## src/rtl/mem_port_arbiter_pkg.sv

```systemverilog
// -----------------------------------------------------------------------------
// mem_port_arbiter_pkg
// Shared definitions for the MAR/RAM write-port arbiter:
//   - arbiter state encoding
//   - default parameter values
//   - bus-select codes driven by the control unit (kept here so the control
//     unit and the arbiter agree on one set of constants)
// -----------------------------------------------------------------------------
package mem_port_arbiter_pkg;

  localparam int DEF_ADDR_W    = 4;
  localparam int DEF_DATA_W    = 8;
  localparam int DEF_MAX_BURST = 4;

  typedef enum logic [2:0] {
    ST_IDLE  = 3'd0,
    ST_MAR   = 3'd1,
    ST_WR    = 3'd2,
    ST_HOLD  = 3'd3,
    ST_YIELD = 3'd4
  } arb_state_t;

  // Bus source select codes used by the control unit.
  localparam logic [2:0] BUS_SEL_NONE = 3'd0;
  localparam logic [2:0] BUS_SEL_PC   = 3'd1;
  localparam logic [2:0] BUS_SEL_A    = 3'd2;
  localparam logic [2:0] BUS_SEL_B    = 3'd3;
  localparam logic [2:0] BUS_SEL_ALU  = 3'd4;
  localparam logic [2:0] BUS_SEL_RAM  = 3'd5;
  localparam logic [2:0] BUS_SEL_IR   = 3'd6;

endpackage

```

## src/rtl/mem_port_arbiter.sv

```systemverilog
// -----------------------------------------------------------------------------
// mem_port_arbiter
// Shares the single MAR/RAM write port between the CPU control unit and an
// external program loader. The loader is granted only at an instruction
// boundary or while the CPU is halted; while it owns the port the CPU step
// sequencer is stalled. Bursts are capped at MAX_BURST writes, after which the
// port is handed back until the CPU leaves its boundary (one instruction runs).
//
// Ports:
//   clock, bReset            clock, synchronous active-low reset
//   cpu_mar_we, cpu_ram_we   CPU MAR-load / RAM-write requests
//   cpu_bus                  CPU bus value
//   cpu_boundary, cpu_hlt    CPU at step 0 / CPU halted
//   cpu_stall                freezes CPU step counter and its enables
//   ld_valid/ld_addr/ld_data loader request, address, data
//   ld_ready                 loader write accepted this cycle
//   mar_we, mar_d            MAR load enable and data
//   ram_we, ram_d            RAM write enable and data
//   ld_count                 total accepted loader writes (wraps at 256)
// -----------------------------------------------------------------------------
module mem_port_arbiter
  import mem_port_arbiter_pkg::*;
#(
  parameter int ADDR_W    = DEF_ADDR_W,
  parameter int DATA_W    = DEF_DATA_W,
  parameter int MAX_BURST = DEF_MAX_BURST
) (
  input  logic              clock,
  input  logic              bReset,
  input  logic              cpu_mar_we,
  input  logic              cpu_ram_we,
  input  logic [DATA_W-1:0] cpu_bus,
  input  logic              cpu_boundary,
  input  logic              cpu_hlt,
  output logic              cpu_stall,
  input  logic              ld_valid,
  input  logic [ADDR_W-1:0] ld_addr,
  input  logic [DATA_W-1:0] ld_data,
  output logic              ld_ready,
  output logic              mar_we,
  output logic [DATA_W-1:0] mar_d,
  output logic              ram_we,
  output logic [DATA_W-1:0] ram_d,
  output logic [7:0]        ld_count
);

  localparam int BURST_W = $clog2(MAX_BURST + 1);

  arb_state_t         r_state;
  arb_state_t         w_state_next;
  logic [BURST_W-1:0] r_burst_cnt;
  logic [BURST_W-1:0] w_burst_next;
  logic [BURST_W-1:0] w_burst_inc;
  logic [7:0]         r_ld_count;
  logic [7:0]         w_ld_count_next;
  logic [DATA_W-1:0]  w_addr_ext;

  assign ld_count    = r_ld_count;
  assign w_burst_inc = r_burst_cnt + BURST_W'(1);
  assign w_addr_ext  = DATA_W'(ld_addr);

  always_ff @(posedge clock) begin
    if (!bReset) begin
      r_state     <= ST_IDLE;
      r_burst_cnt <= '0;
      r_ld_count  <= '0;
    end else begin
      r_state     <= w_state_next;
      r_burst_cnt <= w_burst_next;
      r_ld_count  <= w_ld_count_next;
    end
  end

  always_comb begin
    // Default: CPU pass-through, state held.
    w_state_next    = r_state;
    w_burst_next    = r_burst_cnt;
    w_ld_count_next = r_ld_count;
    cpu_stall       = 1'b0;
    ld_ready        = 1'b0;
    mar_we          = cpu_mar_we;
    ram_we          = cpu_ram_we;
    mar_d           = cpu_bus;
    ram_d           = cpu_bus;

    case (r_state)
      ST_IDLE: begin
        w_burst_next = '0;
        if (ld_valid && (cpu_boundary || cpu_hlt)) begin
          w_state_next = ST_MAR;
        end
      end

      ST_MAR: begin
        cpu_stall    = 1'b1;
        mar_we       = 1'b1;
        ram_we       = 1'b0;
        mar_d        = w_addr_ext;
        ram_d        = ld_data;
        // A loader that drops valid here has broken protocol; park in HOLD.
        w_state_next = ld_valid ? ST_WR : ST_HOLD;
      end

      ST_WR: begin
        cpu_stall    = 1'b1;
        mar_we       = 1'b0;
        mar_d        = w_addr_ext;
        ram_d        = ld_data;
        ram_we       = ld_valid;
        ld_ready     = ld_valid;
        w_state_next = ST_HOLD;
        if (ld_valid) begin
          w_ld_count_next = r_ld_count + 8'd1;
          w_burst_next    = w_burst_inc;
          if (w_burst_inc == BURST_W'(MAX_BURST)) begin
            w_state_next = ST_YIELD;
          end
        end
      end

      ST_HOLD: begin
        cpu_stall = 1'b1;
        mar_we    = 1'b0;
        ram_we    = 1'b0;
        mar_d     = w_addr_ext;
        ram_d     = ld_data;
        if (ld_valid) begin
          w_state_next = ST_MAR;
        end else begin
          w_state_next = ST_IDLE;
          w_burst_next = '0;
        end
      end

      ST_YIELD: begin
        // Stay here while the CPU sits at a boundary so that a full
        // instruction executes before the loader can be regranted.
        w_burst_next = '0;
        if (!cpu_boundary || cpu_hlt) begin
          w_state_next = ST_IDLE;
        end
      end

      default: begin
        w_state_next = ST_IDLE;
        w_burst_next = '0;
      end
    endcase

    // Reset quiesces the port combinationally, aborting any transfer.
    if (!bReset) begin
      cpu_stall = 1'b0;
      ld_ready  = 1'b0;
      mar_we    = 1'b0;
      ram_we    = 1'b0;
      mar_d     = '0;
      ram_d     = '0;
    end
  end

endmodule
```

## config.mk

```make
export PLATFORM = sky130hd
export DESIGN_NAME = mem_port_arbiter
export DESIGN_NICKNAME = d
export VERILOG_FILES = /design/src/rtl/mem_port_arbiter_pkg.sv /design/src/rtl/mem_port_arbiter.sv
export SDC_FILE = /design/constraint.sdc
export NUM_CORES = 1
export LEC_CHECK = 0
export BUFFER_PORTS_ARGS = -buffer_cell sky130_fd_sc_hd__buf_2
export CELL_PAD_IN_SITES_DETAIL_PLACEMENT = 0
export CELL_PAD_IN_SITES_GLOBAL_PLACEMENT = 1
export CORE_UTILIZATION = 31
export CTS_CLUSTER_SIZE = 30
export DETAILED_ROUTE_END_ITERATION = 10
export PLACE_DENSITY_LB_ADDON = 0.05
export SETUP_SLACK_MARGIN = 0.5
export SLEW_MARGIN = 25
export SYNTH_ARGS = -nofsm -noshare
export SYNTH_HDL_FRONTEND = slang
export SYNTH_SLANG_ARGS = --single-unit
```

## constraint.sdc

```tcl
create_clock -name clock -period 3 [get_ports clock]
set_input_delay 0 -clock clock [delete_from_list [all_inputs] [get_ports clock]]
set_output_delay 0 -clock clock [all_outputs]
set_load 0.01 [all_outputs]
```

==> flow_summary.json, run 1 <==
{
  "power_density_nw_per_um2": 399.1,
  "initial_core_util": 0.3299,
  "end_kind": "primary output",
  "post-route-period-util": 0.6440,
  "syn_area_um2": 909.6,
  "post_cts_buffers": 0,
  "report.final.hold_viol_count": 0,
  "hold_slack_ns": 0.05866,
  "place_congestion": 0.7305,
  "hold_class": "in -> reg",
  "path_cells": "nor2_1 > nor2_1 > a22o_1 > buf_2",
  "layout_commonest_cell": "buf_2",
  "syn_nets": 137,
  "fin_nets": 188,
  "drtAntennaViolNets": 0,
  "dr.pass1.iters": 4,
  "grt_use_met1": 0.1800,
  "die_w_um": 56.17,
  "cts_hold_buffers": 0,
  "grt.met3_usage": 0.03721,
  "insertion_delay_ns": 0.28,
  "relSlewSlack": 0.4715,
  "clk_transition_reported_paths_ns": 0.09,
  "numClockSinks": 14,
  "cts_root_buffer": "clkbuf_4",
  "drtIter0Drc": 28,
  "yosysWarnings": 0,
  "max-clock-path-buffers": 2,
  "final_max_slew_viol_count": 0,
  "vias_per_cell": 5.191,
  "criticalPathCategory": "reg -> out",
  "grtUsageMet2": 0.2347,
  "start_kind": "flop",
  "r2r_cells": 3,
  "io_pins": 55,
  "critPathMaxFanout": 13,
  "wl_per_cell_um": 11.81,
  "synth-edff-count": 0,
  "yosysSeqAreaShare": 0.3081,
  "dieArea_um2": 3155,
  "grt_max_degree": 18,
  "required_ns": 3.00,
  "worstPathArrival_ns": 1.93,
  "grt_pass1_wl_mm": 3.581,
  "synthFlopType": "dfxtp_1",
  "io_buffers": 54,
  "tightest_slew_ns": 0.7899,
  "grt_util_all_layers": 0.1417,
  "fmax_mhz": 517.6,
  "vias": 976,
  "drv_cap": 0,
  "cpMaxStageDelayCell": "nor2_1",
  "hold_depth": 2,
  "rsz0062_at_grt": "no",
  "ir_worst_vdd_mv": 0.2267,
  "synthDistinctLibCells": 33,
  "die_h_um": 56.17,
  "antenna_found_initial": 0,
  "syn_to_final_growth_pct": 32.05,
  "top_usage_layer": "met2",
  "setup_viol": 0,
  "ctsResizeCount": 0,
  "hpwl_mm": 1.738,
  "core_area_um2": 2758,
  "ys_ff_latch": 14,
  "setup_tns_ns": 0,
  "post-route-util": 0.4356,
  "cp_common_cell": "nor2_1",
  "layout-drive-gt1-share": 0.3822,
  "skew_ns": 0.001981,
  "syn_area_per_cell_um2": 8.501,
  "grt_pass1_vias": 803,
  "std_cell_rows": 19,
  "antenna-diode-count": 0,
  "seq_area_um2": 280.3,
  "outcome": "complete, no violations",
  "synthArstFlopShare": 0,
  "cts_made_buffers": 3,
  "wirelength_mm": 2.221,
  "cts_tree": "yes",
  "synthCells": 107,
  "remaining_drc_errors": 0,
  "nFillCells": 290,
  "layout_common_cells": "buf_2 (54), dfxtp_1 (14), a22o_1 (12)",
  "multi_input_area_um2": 545.5,
  "critPathMaxStageDelay_ns": 0.64,
  "p_leak_nw": 0.5877,
  "htree_levels": 1,
  "grt_overflow": 0,
  "fin_crit_ns": 1.932
}
state kept, by name (all words and copies together) (netlist names):
name and count:
r_burst_cnt 3, ld_count 8, r_state 3
cells in the mapped netlist, types with 2 or more instances:
library cell | n | area [µm²]
a211oi_1 | 2 | 15.01
a21o_1 | 2 | 15.01
a21oi_1 | 7 | 35.03
a22o_1 | 12 | 105.1
and2_1 | 4 | 25.02
buf_2 | 3 | 15.01
buf_6 | 2 | 22.52
dfxtp_1 | 14 | 280.3
ha_1 | 3 | 37.54
inv_1 | 8 | 30.03
mux2i_1 | 2 | 20.02
nand2_1 | 8 | 30.03
nand2b_1 | 3 | 18.77
nand3_1 | 4 | 20.02
nand4_1 | 2 | 12.51
nor2_1 | 4 | 15.01
nor2b_1 | 2 | 12.51
o21a_1 | 3 | 22.52
o31ai_1 | 5 | 37.54
or4_1 | 3 | 22.52
xnor2_1 | 2 | 17.52
kinds of logic (layout without fill, tap and decap cells):
group                    Yosys count  in the layout  synth area share
AND/OR/NAND/NOR                   35             35            0.2242
AO/OA/AOI/OAI                     34             34            0.2833
buffers and inverters             16             66           0.09215
flip-flops                        14             14            0.3081
adder cells (fa/ha/maj)            3              3           0.04127
XOR/XNOR                           3              3           0.02889
multiplexers                       2              2           0.02201
cell type report:
| type | count | share of cell area |
|---|---|---|
| inverters | 8 | 0.02500 |
| clock buffers | 4 | 0.03021 |
| flip-flops and latches | 14 | 0.2333 |
| well taps | 31 | 0.03229 |
| multi-input cells | 77 | 0.4542 |
| repair buffers | 54 | 0.2250 |
critical path: cells and delay by family (launching register included):
family	cells	cell delay (ns)
DFF	1	0.52
AOI/OAI and AO/OA	1	0.23
buffers and inverters	1	0.13
and+or+nand+nor	2	0.78
final timing paths:
| kind | start | end | slack [ns] |
|---|---|---|---|
| worst min-delay path | bReset | r_state[2]$_SDFFE_PN0P_ | 0.06 |
| worst min register to register | ld_count[7]$_SDFFE_PN0N_ | ld_count[7]$_SDFFE_PN0N_ | 0.48 |
| worst max register to register | r_state[1]$_SDFFE_PN0P_ | ld_count[6]$_SDFFE_PN0N_ | 1.39 |
| worst max-delay path | r_state[0]$_SDFFE_PN0P_ | mar_d[2] | 1.07 |
power breakdown:
part           leakage [nW]  switching, mW  total (mW)  internal [mW]
clock                0.0210         0.0638       0.138         0.0738
combinational         0.453         0.0729       0.141         0.0676
sequential            0.113         0.0103       0.201          0.191
total                 0.588          0.147       0.479          0.332
stage by stage:
stage               power, mW  worst slack [ns]  area (µm²)  instances
finish                 0.4793             1.068        1201        188
global route           0.5201            0.7983        1201        188
CTS                    0.4892             1.024        1201        188
detailed placement     0.3473             1.349        1165        184
global placement       0.3466             1.403        1165        184
floorplan              0.2998             1.599       909.6        107
layer usage:
metal	up-vias	routed length (µm)
met5	-	0
met4	0	0
met3	0	90
met2	26	1064
met1	456	1066
li1	494	-
No activity file was read; power rests on OpenSTA's default activity.
==> run 2, diff against run 1 <==
--- a/config.mk
+++ b/config.mk
@@ -5,10 +5,11 @@
 export SDC_FILE = /design/constraint.sdc
 export NUM_CORES = 1
 export LEC_CHECK = 0
+export ABC_AREA = 1
 export BUFFER_PORTS_ARGS = -buffer_cell sky130_fd_sc_hd__buf_2
 export CELL_PAD_IN_SITES_DETAIL_PLACEMENT = 0
 export CELL_PAD_IN_SITES_GLOBAL_PLACEMENT = 1
-export CORE_UTILIZATION = 31
+export CORE_UTILIZATION = 28
 export CTS_CLUSTER_SIZE = 30
 export DETAILED_ROUTE_END_ITERATION = 10
 export PLACE_DENSITY_LB_ADDON = 0.05
==> constraint.sdc (replaced) <==
create_clock -name clock -period 1.8 [get_ports clock]
set_input_delay 0 -clock clock [delete_from_list [all_inputs] [get_ports clock]]
set_output_delay 0 -clock clock [all_outputs]
set_load 0.01 [all_outputs]
==> flow_summary.json, run 2 <==
{
  "grt_pass1_vias": 981,
  "grt_overflow": 0,
  "tightest_slew_ns": 0.3361,
  "yosysWarnings": 0,
  "fin_nets": 254,
  "core_area_um2": 3153,
  "stdcell_area_um2": 1469,
  "internal_power_mw": 0.6132,
  "initial_core_util": 0.3024,
  "io_buffers": 54,
  "layout-drive-gt1-share": 0.4550,
  "cts_tree": "yes",
  "hold_depth": 3,
  "fin_ws_ns": 0.4769,
  "yosysMostFrequentCell": "nand2_1",
  "layout_common_cells": "buf_2 (54), nand2_1 (37), nor2_1 (18)",
  "critPathMaxStageDelay_ns": 0.37,
  "layout_commonest_cell": "buf_2",
  "synth_top_area_cell": "dfxtp_1",
  "synthTopCellsByArea": "dfxtp_1 (29%), nand2_1 (15%), nor2_1 (7.5%), inv_1 (6.7%), o21ai_0 (6.3%)",
  "vias": 1206,
  "r2r_cells": 7,
  "yosysSeqAreaShare": 0.2940,
  "switching_share": 0.3969,
  "cts_made_buffers": 3,
  "grt_max_degree": 13,
  "wirelength_mm": 2.900,
  "post-route-period-util": 0.7351,
  "antenna_found_initial": 0,
  "grt_pass1_wl_mm": 4.195,
  "vias_per_cell": 4.534,
  "ir_worst_vdd_mv": 0.3734,
  "place_congestion": 0.8013,
  "drtIter0Drc": 38,
  "synthArstFlopShare": 0,
  "path_cells": "nor2_4 > inv_2 > nand3_4 > clkinvlp_4 > nand2_1 > o21ai_1 > buf_2",
  "antenna-diode-count": 0,
  "remaining_drc_errors": 0,
  "final_max_slew_viol_count": 0,
  "die_h_um": 60.35,
  "critPathMaxFanout": 6,
  "cts_root_buffer": "clkbuf_4",
  "syn_nets": 184,
  "outcome": "complete, no violations",
  "place_area_um2": 1255,
  "synthDistinctLibCells": 24,
  "end_kind": "primary output",
  "rsz0062_at_grt": "yes",
  "p_total_mw": 1.017,
  "die_w_um": 60.35,
  "syn_area_um2": 953.4,
  "numClockSinks": 14,
  "worstPathArrival_ns": 1.32,
  "cpMaxStageDelayCell": "dfxtp_4",
  "drtAntennaViolNets": 0,
  "power_frac_seq": 0.344,
  "syn_area_per_cell_um2": 6.191,
  "report.final.hold_viol_count": 0,
  "relSlewSlack": 0.7745,
  "p_switching_mw": 0.4035,
  "p_leak_nw": 0.7416,
  "htree_levels": 1,
  "synthFlopType": "dfxtp_1",
  "synth_commonest_cells": "nand2_1 (38), nor2_1 (19), inv_1 (17)",
  "setup_viol": 0,
  "drv_cap": 0,
  "criticalPathCategory": "reg -> out",
  "fin_crit_ns": 1.323,
  "largest_reg_flops": 8,
  "std_cell_rows": 20,
  "start_kind": "flop",
  "insertion_delay_ns": 0.27,
  "fmax_mhz": 755.8,
  "power_density_nw_per_um2": 692.2,
  "synth_top_area_share": 0.2940,
  "syn_to_final_growth_pct": 54.07,
  "required_ns": 1.80,
  "io_pins": 55,
  "setup_tns_ns": 0,
  "ys_ff_latch": 14,
  "pwr-share-comb": 0.483,
  "clk_transition_reported_paths_ns": 0.08,
  "hpwl_mm": 1.958,
  "hold_class": "in -> reg",
  "max-clock-path-buffers": 2,
  "reg2reg_setup_slack_ns": 0.55,
  "dr.pass1.iters": 6,
  "dieArea_um2": 3642,
  "grt_util_all_layers": 0.1529,
  "synthCells": 154,
  "cts_hold_buffers": 0,
  "synth-edff-count": 0,
  "skew_ns": 0.002995,
  "wl_per_cell_um": 10.90,
  "post-place-ws_ns": 0.5723,
  "power_frac_clock": 0.173
}
==> run 2: routing by layer <==
layer | share of wire | up-vias | track usage | wire [µm]
li1 | - | 633 | - | -
met1 | 0.45 | 552 | 0.2021 | 1295
met2 | 0.52 | 19 | 0.2480 | 1511
met3 | 0.026 | 2 | 0.03198 | 76
met4 | 0.0059 | 0 | 0.04983 | 17
met5 | 0 | - | 0 | 0
==> run 2: cell families (layout without fill, tap and decap cells) <==
| kind of cell | count (synthesis) | in the layout | synth area share |
|---|---|---|---|
| xor gates and xnor gates | 1 | 1 | 0.009188 |
| AOI/OAI and AO/OA | 31 | 31 | 0.1732 |
| adders and majority gates | 3 | 3 | 0.03937 |
| buffers and inverters | 26 | 93 | 0.1194 |
| and+or+nand+nor | 79 | 80 | 0.3648 |
| DFF | 14 | 14 | 0.2940 |
==> run 2: final cells by class <==
cell class / instances / area (µm²)
repair inverters: 1 / 7.507
well taps: 44 / 55.05
fillers: 356 / 1684
repair buffers: 67 / 371.6
flip-flops and latches: 14 / 290.3
inverters: 22 / 87.58
clock buffers: 3 / 22.52
multi-input cells: 115 / 634.4
==> run 2: worst paths after layout <==
path / from / end
worst max-delay path: r_state[1]$_SDFFE_PN0P_ / ram_d[5]
worst min-delay path: cpu_boundary / r_state[2]$_SDFFE_PN0P_
worst max register to register: r_state[0]$_SDFFE_PN0P_ / ld_count[2]$_SDFFE_PN0N_
worst min register to register: r_burst_cnt[1]$_SDFFE_PN0P_ / r_burst_cnt[1]$_SDFFE_PN0P_
==> run 2: critical path: cells and delay by family, from the launching register on <==
family                 cells  cell delay, ns
flip-flops                 1            0.37
buffers and inverters      3            0.34
AND/OR/NAND/NOR            3            0.28
AO/OA/AOI/OAI              1            0.05
==> run 2: metrics by stage <==
stage / hold WS (ns) / util / std cells
global route: 0.03796 / 0.4659 / 266
global placement: 0.2857 / 0.3980 / 249
CTS: 0.02038 / 0.4425 / 261
finish: 0.03269 / 0.4659 / 266
floorplan: 0.1034 / - / 154
detailed placement: 0.2933 / 0.3980 / 249
==> run 2: power by group through the flow <==
stage,clock network (mW),registers (mW),logic (mW)
floorplan,0,0.354,0.240
global placement,0,0.354,0.366
detailed placement,0,0.354,0.366
CTS,0.187,0.352,0.446
global route,0.203,0.353,0.544
finish,0.176,0.350,0.491
==> run 2: repair_timing <==
item,4_1_cts,5_1_grt
gates cloned,2,0
setup buffers,7,5
gates resized for setup,20,12
pin swaps,2,4
setup endpoints to repair,20,26
==> run 3, diff against run 2 <==
==> constraint.sdc (replaced) <==
create_clock -name clock -period 1.3 [get_ports clock]
set_input_delay 0 -clock clock [delete_from_list [all_inputs] [get_ports clock]]
set_output_delay 0 -clock clock [all_outputs]
set_load 0.01 [all_outputs]
==> flow_summary.json, run 3 (synthesis gave the netlist of run 2 again) <==
{
  "outcome": "finished with violations",
  "violations": "negative setup slack",
  "end_kind": "primary output",
  "largest_reg_flops": 8,
  "cts_made_buffers": 3,
  "drv_cap": 0,
  "power_density_nw_per_um2": 940.3,
  "critPathMaxFanout": 6,
  "criticalPathCategory": "reg -> out",
  "grt_util_all_layers": 0.1874,
  "std_cell_rows": 20,
  "drtIter0Drc": 40,
  "grt_pass1_vias": 1165,
  "max-clock-path-buffers": 2,
  "hpwl_mm": 2.160,
  "p_total_mw": 1.881,
  "vias": 1246,
  "wirelength_mm": 3.296,
  "numClockSinks": 14,
  "io_buffers": 54,
  "grt_overflow": 0,
  "die_h_um": 60.35,
  "clk_transition_reported_paths_ns": 0.10,
  "skew_ns": 0.007624,
  "io_pins": 55,
  "dpl.cell_count": 250,
  "core_area_um2": 3153,
  "fin_ws_ns": -0.09452,
  "post-route-util": 0.6345,
  "antenna_found_initial": 0,
  "final_max_slew_viol_count": 0,
  "place_congestion": 0.7527,
  "fin_nets": 258,
  "remaining_drc_errors": 0,
  "drtAntennaViolNets": 0,
  "finalNonFillerCells": 271,
  "initial_core_util": 0.3024,
  "hold_class": "in -> reg",
  "p_leak_nw": 0.8598,
  "syn_to_final_growth_pct": 109.8,
  "layout-drive-gt1-share": 0.6872,
  "insertion_delay_ns": 0.29,
  "fin_crit_ns": 1.395,
  "cts_tree": "yes",
  "report.final.hold_viol_count": 0,
  "dr.pass1.iters": 4,
  "grt_max_degree": 12,
  "vias_per_cell": 4.598,
  "nFillCells": 294,
  "dieArea_um2": 3642,
  "rsz0062_at_grt": "yes",
  "setup_viol": 28,
  "relSlewSlack": 0.7353,
  "wl_per_cell_um": 12.16,
  "layout_commonest_cell": "buf_2",
  "cts_hold_buffers": 0,
  "die_w_um": 60.35,
  "layout_common_cells": "buf_2 (34), buf_6 (30), nand2_1 (21)",
  "tightest_slew_ns": 0.3946,
  "antenna-diode-count": 0,
  "setup_tns_ns": -1.537,
  "required_ns": 1.30,
  "post-route-period-util": 1.073,
  "fmax_mhz": 717.1,
  "cts_root_buffer": "clkbuf_4",
  "htree_levels": 1,
  "worstPathArrival_ns": 1.39,
  "ir_worst_vdd_mv": 0.8255,
  "start_kind": "flop",
  "grt_pass1_wl_mm": 5.037
}
## run 3: final timing paths
kind	startpoint	end	slack, ns	cells after the start
hold reg to reg	r_burst_cnt[1]$_SDFFE_PN0P_	r_burst_cnt[1]$_SDFFE_PN0P_	0.48	2
setup reg to reg	r_state[0]$_SDFFE_PN0P_	r_burst_cnt[2]$_SDFFE_PN0P_	-0.07	7
hold / removal	ld_valid	r_state[2]$_SDFFE_PN0P_	0.04	3
setup / recovery	r_state[0]$_SDFFE_PN0P_	ram_d[4]	-0.09	7
## run 3: worst max-delay path, stage by stage (launching register included)
cell	delay (ns)
dfxtp_4	0.36
nor2_4	0.11
inv_2	0.07
nand3_4	0.09
clkinvlp_4	0.19
nand2_2	0.11
o21ai_2	0.05
buf_2	0.14
## run 3: cell type report
class / count / area [µm²] / share of cell area
clock buffers: 4 / 36.28 / 0.01814
well taps: 44 / 55.05 / 0.02752
repair buffers: 71 / 560.5 / 0.2802
repair inverters: 1 / 7.507 / 0.003752
inverters: 22 / 90.09 / 0.04503
flip-flops and latches: 14 / 316.6 / 0.1582
multi-input cells: 115 / 934.6 / 0.4672
## run 3: what timing repair did
action | 4_1_cts | 5_1_grt
pin swaps | 18 | 11
gates resized for setup | 49 | 20
buffers inserted | 12 | 3
setup endpoints to repair | 41 | 42
cloned | 2 | 0
## run 3: power by group
part	internal, mW	total, mW	switching [mW]	leakage (nW)
Combinational	0.499	1.07	0.575	0.717
Clock	0.171	0.330	0.159	0.0210
Sequential	0.449	0.477	0.0276	0.122
## run 3: layer usage
| metal | wire [µm] | GRT usage | up-vias |
|---|---|---|---|
| met5 | 0 | 0 | - |
| met4 | 16 | 0.04651 | 0 |
| met3 | 93 | 0.04691 | 2 |
| met2 | 1795 | 0.3375 | 27 |
| met1 | 1391 | 0.2212 | 576 |
| li1 | - | - | 641 |
## run 3: stage by stage
stage / hold slack [ns] / setup slack (ns) / cell area, µm²
final: 0.03762 / -0.09452 / 2001
after detailed placement: 0.2950 / 0.09230 / 1519
after global routing: 0.01371 / -0.2008 / 2001
after CTS: 0.0002189 / -0.1181 / 1891
after global placement: 0.2895 / 0.1107 / 1519
after floorplan: 0.1015 / 0.2502 / 1230
